### src/rtl/dpi_prot_secret_multi.sv
// dpi_prot_secret_multi
// Multi-channel accumulator with optional saturation and a sticky overflow
// flag, plus a per-channel PIPE_DEPTH-stage data delay line with a valid bit.
// Channels are independent slices of the packed input/output buses.
module dpi_prot_secret_multi #(
    parameter int NUM_CH     = 2,
    parameter int ACC_W      = 32,
    parameter int DATA_W     = 129,
    parameter int PIPE_DEPTH = 1,
    parameter int SAT_EN     = 0
) (
    input  logic                     clk,
    input  logic                     rst,
    input  logic [NUM_CH-1:0]        in_valid,
    input  logic [NUM_CH-1:0]        clear,
    input  logic [NUM_CH*ACC_W-1:0]  accum_in,
    input  logic [NUM_CH*DATA_W-1:0] data_in,
    output logic [NUM_CH*ACC_W-1:0]  accum_out,
    output logic [NUM_CH*DATA_W-1:0] data_out,
    output logic [NUM_CH-1:0]        out_valid,
    output logic [NUM_CH-1:0]        overflow
);

    for (genvar c = 0; c < NUM_CH; c++) begin : g_ch
        logic [ACC_W-1:0]  acc;
        logic              ovf;
        logic [ACC_W:0]    sum;
        logic [ACC_W-1:0]  add_val;
        logic [ACC_W-1:0]  addend;
        logic [DATA_W-1:0] stage_data [PIPE_DEPTH];
        logic [PIPE_DEPTH-1:0] stage_valid;

        assign addend = accum_in[c*ACC_W +: ACC_W];

        // Widened add so the carry out of the accumulator is visible, then
        // pick wrap or saturate for the stored value.
        always_comb begin
            sum     = {1'b0, acc} + {1'b0, addend};
            add_val = sum[ACC_W-1:0];
            if (SAT_EN != 0 && sum[ACC_W]) begin
                add_val = '1;
            end
        end

        // Accumulator and sticky overflow, priority rst > clear > in_valid > hold.
        // NOTE: state registers use non-blocking assignments so every flop
        // samples pre-edge values regardless of statement order.
        always_ff @(posedge clk) begin
            if (rst) begin
                acc <= '0;
                ovf <= 1'b0;
            end else if (clear[c]) begin
                acc <= in_valid[c] ? addend : '0;
                ovf <= 1'b0;
            end else if (in_valid[c]) begin
                acc <= add_val;
                if (sum[ACC_W]) begin
                    ovf <= 1'b1;
                end
            end
        end

        // Delay line: data is captured every cycle, the valid bit qualifies it.
        // NOTE: the stage array is reset as well as the valid bits so that a
        // reset flushes in-flight beats and data_out reads zero afterwards.
        always_ff @(posedge clk) begin
            if (rst) begin
                for (int k = 0; k < PIPE_DEPTH; k++) begin
                    stage_data[k]  <= '0;
                    stage_valid[k] <= 1'b0;
                end
            end else begin
                stage_data[0]  <= data_in[c*DATA_W +: DATA_W];
                stage_valid[0] <= in_valid[c];
                for (int k = 1; k < PIPE_DEPTH; k++) begin
                    stage_data[k]  <= stage_data[k-1];
                    stage_valid[k] <= stage_valid[k-1];
                end
            end
        end

        assign accum_out[c*ACC_W +: ACC_W]   = acc;
        assign overflow[c]                   = ovf;
        assign data_out[c*DATA_W +: DATA_W]  = stage_data[PIPE_DEPTH-1];
        assign out_valid[c]                  = stage_valid[PIPE_DEPTH-1];
    end

endmodule

### config.mk
export PLATFORM = sky130hd
export DESIGN_NAME = dpi_prot_secret_multi
export DESIGN_NICKNAME = d
export VERILOG_FILES = /design/src/rtl/dpi_prot_secret_multi.sv
export SDC_FILE = /design/constraint.sdc
export NUM_CORES = 1
export LEC_CHECK = 0
export CAP_MARGIN = 40
export CORE_AREA = 2 2 254 256
export CTS_CLUSTER_SIZE = 10
export DETAILED_ROUTE_END_ITERATION = 10
export DIE_AREA = 0 0 256 258
export PLACE_DENSITY = 0.46
export SYNTH_ARGS = -nofsm -noshare
export SYNTH_HDL_FRONTEND = slang
export SYNTH_SLANG_ARGS = --single-unit
### constraint.sdc
create_clock -name clk -period 8.8 [get_ports clk]
set_clock_uncertainty 0.15 [all_clocks]
set_input_delay 0.88 -clock clk [delete_from_list [all_inputs] [get_ports clk]]
set_output_delay 0.88 -clock clk [all_outputs]
set_load 0.05 [all_outputs]
==> results.sh <==
export IMPL_status="finished, final reports clean"
export IMPL_core_sq_um=63650
export IMPL_avgSynthCellArea_sq_um=9.636
export IMPL_hold_buffers=0
export IMPL_post_route_min_period_ns=3.832
export IMPL_worst_pin_slew_ns=0.8577
export IMPL_rsz0062_at_grt="false"
export IMPL_synth_cell_types=56
export IMPL_multiInputGateArea_sq_um=6043
export IMPL_die_area_sq_um=66050
export IMPL_htree_levels=2
export IMPL_num_vias=11960
export IMPL_place_area_sq_um=20430
export IMPL_initial_core_util_pct=20.26
export IMPL_wl_um=57400
export IMPL_netlist_top_cells_area="dfxtp_1, nor2b_1, ha_1"
export IMPL_layout_drive_gt1_share_pct=4.350
export IMPL_ir_drop_mv=0.1258
export IMPL_slew_headroom_pct=42.64
export IMPL_critPathMaxFanout=3
export IMPL_max_freq_mhz=261.0
export IMPL_yosys_area_share_simple_pct=19.81
export IMPL_nFillCells=6521
export IMPL_grt_pass1_wl_um=82180
export IMPL_place_congestion=0.8812
export IMPL_cts_tree="yes"
export IMPL_critPathRequiredTime_ns=9.11
export IMPL_maxCapViolCount=0
export IMPL_synth_top_area_cell="dfxtp_1"
export IMPL_crit_buf_inv=1
export IMPL_synthAdderAreaFrac_pct=6.522
export IMPL_synth_top_family_by_area="simple AND/OR/NAND/NOR gates"
export IMPL_synthXorXnorAreaFrac_pct=3.533
export IMPL_timing_final_crit_share_pct=43.54
export IMPL_dr_pass1_iters=5
export IMPL_detail_route_antenna_nets=0
export IMPL_slowest_stage="fa_1"
export IMPL_insertion_delay_ns=0.57
export IMPL_clk_pin_slew_worst_paths_ns=0.06
export IMPL_final_area_sq_um=21790
export IMPL_ys_seq_area_share_pct=50.62
export IMPL_portBuffers=653
export IMPL_cts_post_setup_buffers_inserted=0
export IMPL_p_int_w=0.002986
export IMPL_pre_cts_slack_ns=4.467
export IMPL_ctsLongestPathBuffers=3
export IMPL_power_frac_clock_pct=39.3
export IMPL_hold_class="flop to flop"
export IMPL_synth_edff_count=0
export IMPL_ioPinCount=654
export IMPL_synth_main_ff_cell="dfxtp_1"
export IMPL_setup_viol=0
export IMPL_syn_cell_area_sq_um=12890
export IMPL_slew_viol_final=0
export IMPL_dieWidth_um=256
export IMPL_synthesis_nets=1732
export IMPL_grt_util_all_layers_pct=16.70
export IMPL_die_y_um=258
export IMPL_cpPeakStageDelay_ns=0.44
export IMPL_clock_sinks=326
export IMPL_ys_ff_latch=326
export IMPL_area_growth_pct=69.00
export IMPL_cts_root_buf="clkbuf_16"
export IMPL_synthMuxAreaShare_pct=0.4852
export IMPL_pwr_share_comb_pct=23.7
export IMPL_crit_family="compound AO/OA/AOI/OAI gates"
export IMPL_synth_compound_area_share_pct=16.41
export IMPL_overflow=0
export IMPL_viasPerCell=4.183
export IMPL_syn_inst=1338
export IMPL_arrival_ns=4.14
export IMPL_regArea_sq_um=6526
export IMPL_hold_violations=0
export IMPL_antenna_found_initial=14
export IMPL_final_setup_worst_slack_ns=4.968
export IMPL_final_setup_tns_ns=0
export IMPL_grt_max_degree=83
export IMPL_async_reset_ff_share_pct=0
export IMPL_rows=93
export IMPL_drtIter0Drc=585
export IMPL_drc=0
export IMPL_worstSetupStartpointType="primary input"
export IMPL_post_drt_wl_per_cell_um=20.08
export IMPL_grt_pass1_vias=12140
export IMPL_criticalPathCategory="primary input to flop"
export IMPL_switchingPower_w=0.001345
export IMPL_power_density_nw_per_um2=198.8
export IMPL_cts_buffers=44
export IMPL_switching_share_pct=31.06
export IMPL_p_leak_nw=8.505
export IMPL_yosys_warnings=0
export IMPL_power_frac_seq_pct=37.0
export IMPL_path_cells="clkdlybuf4s50_1, ha_1, fa_1, a211oi_1, o21bai_1, o21ai_0, a21oi_1, o21ai_0, a21oi_1, o221ai_1, mux2i_1, a32o_1"
export IMPL_worstSetupEndpointType="flop"
export IMPL_design_final_nets=2370
export IMPL_cts_resized_gates=0
export IMPL_dpl_hpwl_um=45870
export IMPL_synth_top_cell_area_share_pct=50.62
-- synthesized netlist by cell type, types with 14 or more instances --
cell,n
dfxtp_1,326
nor2b_1,265
nand2_1,95
a21oi_1,88
o21ai_0,68
clkbuf_1,66
ha_1,64
nor2_1,63
a22oi_1,52
a21o_1,28
xnor2_1,26
xor2_1,26
nand3_1,14
-- flip-flops by register name, summed over array words and instances, names as in the netlist --
register,cells
g_ch.stage_valid,2
g_ch.stage_data,258
g_ch.acc,64
g_ch.ovf,2
-- tightest hold or removal path: stages, from the launching register on --
cell     delay (ns)
dfxtp_1        0.33
nand2_1        0.06
a21oi_1        0.05
-- cell usage in the layout (no fill, tap or decap), types with 14 or more instances in the layout --
| cell type | count |
|---|---|
| a21o_1 | 28 |
| a21oi_1 | 88 |
| a22oi_1 | 52 |
| clkbuf_16 | 44 |
| clkdlybuf4s50_1 | 652 |
| dfxtp_1 | 326 |
| ha_1 | 64 |
| nand2_1 | 95 |
| nand3_1 | 14 |
| nor2_1 | 61 |
| nor2b_1 | 265 |
| o21ai_0 | 68 |
| xnor2_1 | 26 |
| xor2_1 | 26 |
-- final cells by class --
cell class	count	area share, %
diodes	4	0.04594
clock buffers	58	5.616
clock inverters	12	0.5857
inverters	13	0.2240
multi-input cells	926	27.74
flip-flops and latches	326	29.95
well taps	855	4.910
repair buffers	665	30.93
-- kinds of logic (layout without fill, tap and decap cells) --
group,after synthesis,count (layout)
compound gates,327,327
mux,6,6
buf+inv,86,748
fa+ha+maj,66,66
flops,326,326
other cells,0,4
simple gates,475,475
xor+xnor,52,52
-- power by group through the flow --
| stage | Clock (W) | Sequential (W) | Combinational, W |
|---|---|---|---|
| final | 0.00170 | 0.00160 | 0.00103 |
| after detailed placement | 0 | 0.00163 | 0.00103 |
| after floorplan | 0 | 0.00192 | 0.000307 |
| after global placement | 0 | 0.00163 | 0.00102 |
| after global routing | 0.00184 | 0.00161 | 0.00109 |
| after CTS | 0.00178 | 0.00160 | 0.00103 |
-- routing by layer --
| metal | global-route usage, % | vias up | wire [um] | part of all wire, % |
|---|---|---|---|---|
| met5 | 0 | - | 59 | 0.10 |
| met4 | 6.660 | 10 | 2043 | 3.6 |
| met3 | 6.508 | 105 | 5087 | 8.9 |
| met2 | 29.63 | 462 | 29000 | 51 |
| met1 | 17.79 | 5508 | 21210 | 37 |
| li1 | - | 5874 | - | - |
-- metrics by stage --
step	utilization [%]	power [W]	hold WS (ns)	instances
final	34.23	0.004330	0.3353	2859
after global routing	34.23	0.004540	0.3616	2858
after CTS	34.22	0.004413	0.3355	2855
after detailed placement	32.09	0.002662	0.3272	2785
after global placement	31.85	0.002654	0.3155	2779
after floorplan	-	0.002226	0.3345	1338
-- worst paths after layout --
path	start	endpoint	slack, ns	cells past startpoint
setup / recovery	accum_in[32]	g_ch[1].acc[30]$_SDFFE_PP0P_	4.97	12
hold / removal	g_ch[0].acc[23]$_SDFFE_PP0P_	g_ch[0].acc[23]$_SDFFE_PP0P_	0.34	2
setup reg to reg	g_ch[1].acc[0]$_SDFFE_PP0P_	g_ch[1].acc[30]$_SDFFE_PP0P_	5.40	11
hold reg to reg	g_ch[0].acc[23]$_SDFFE_PP0P_	g_ch[0].acc[23]$_SDFFE_PP0P_	0.34	2
(Power assumes the default switching activity.)
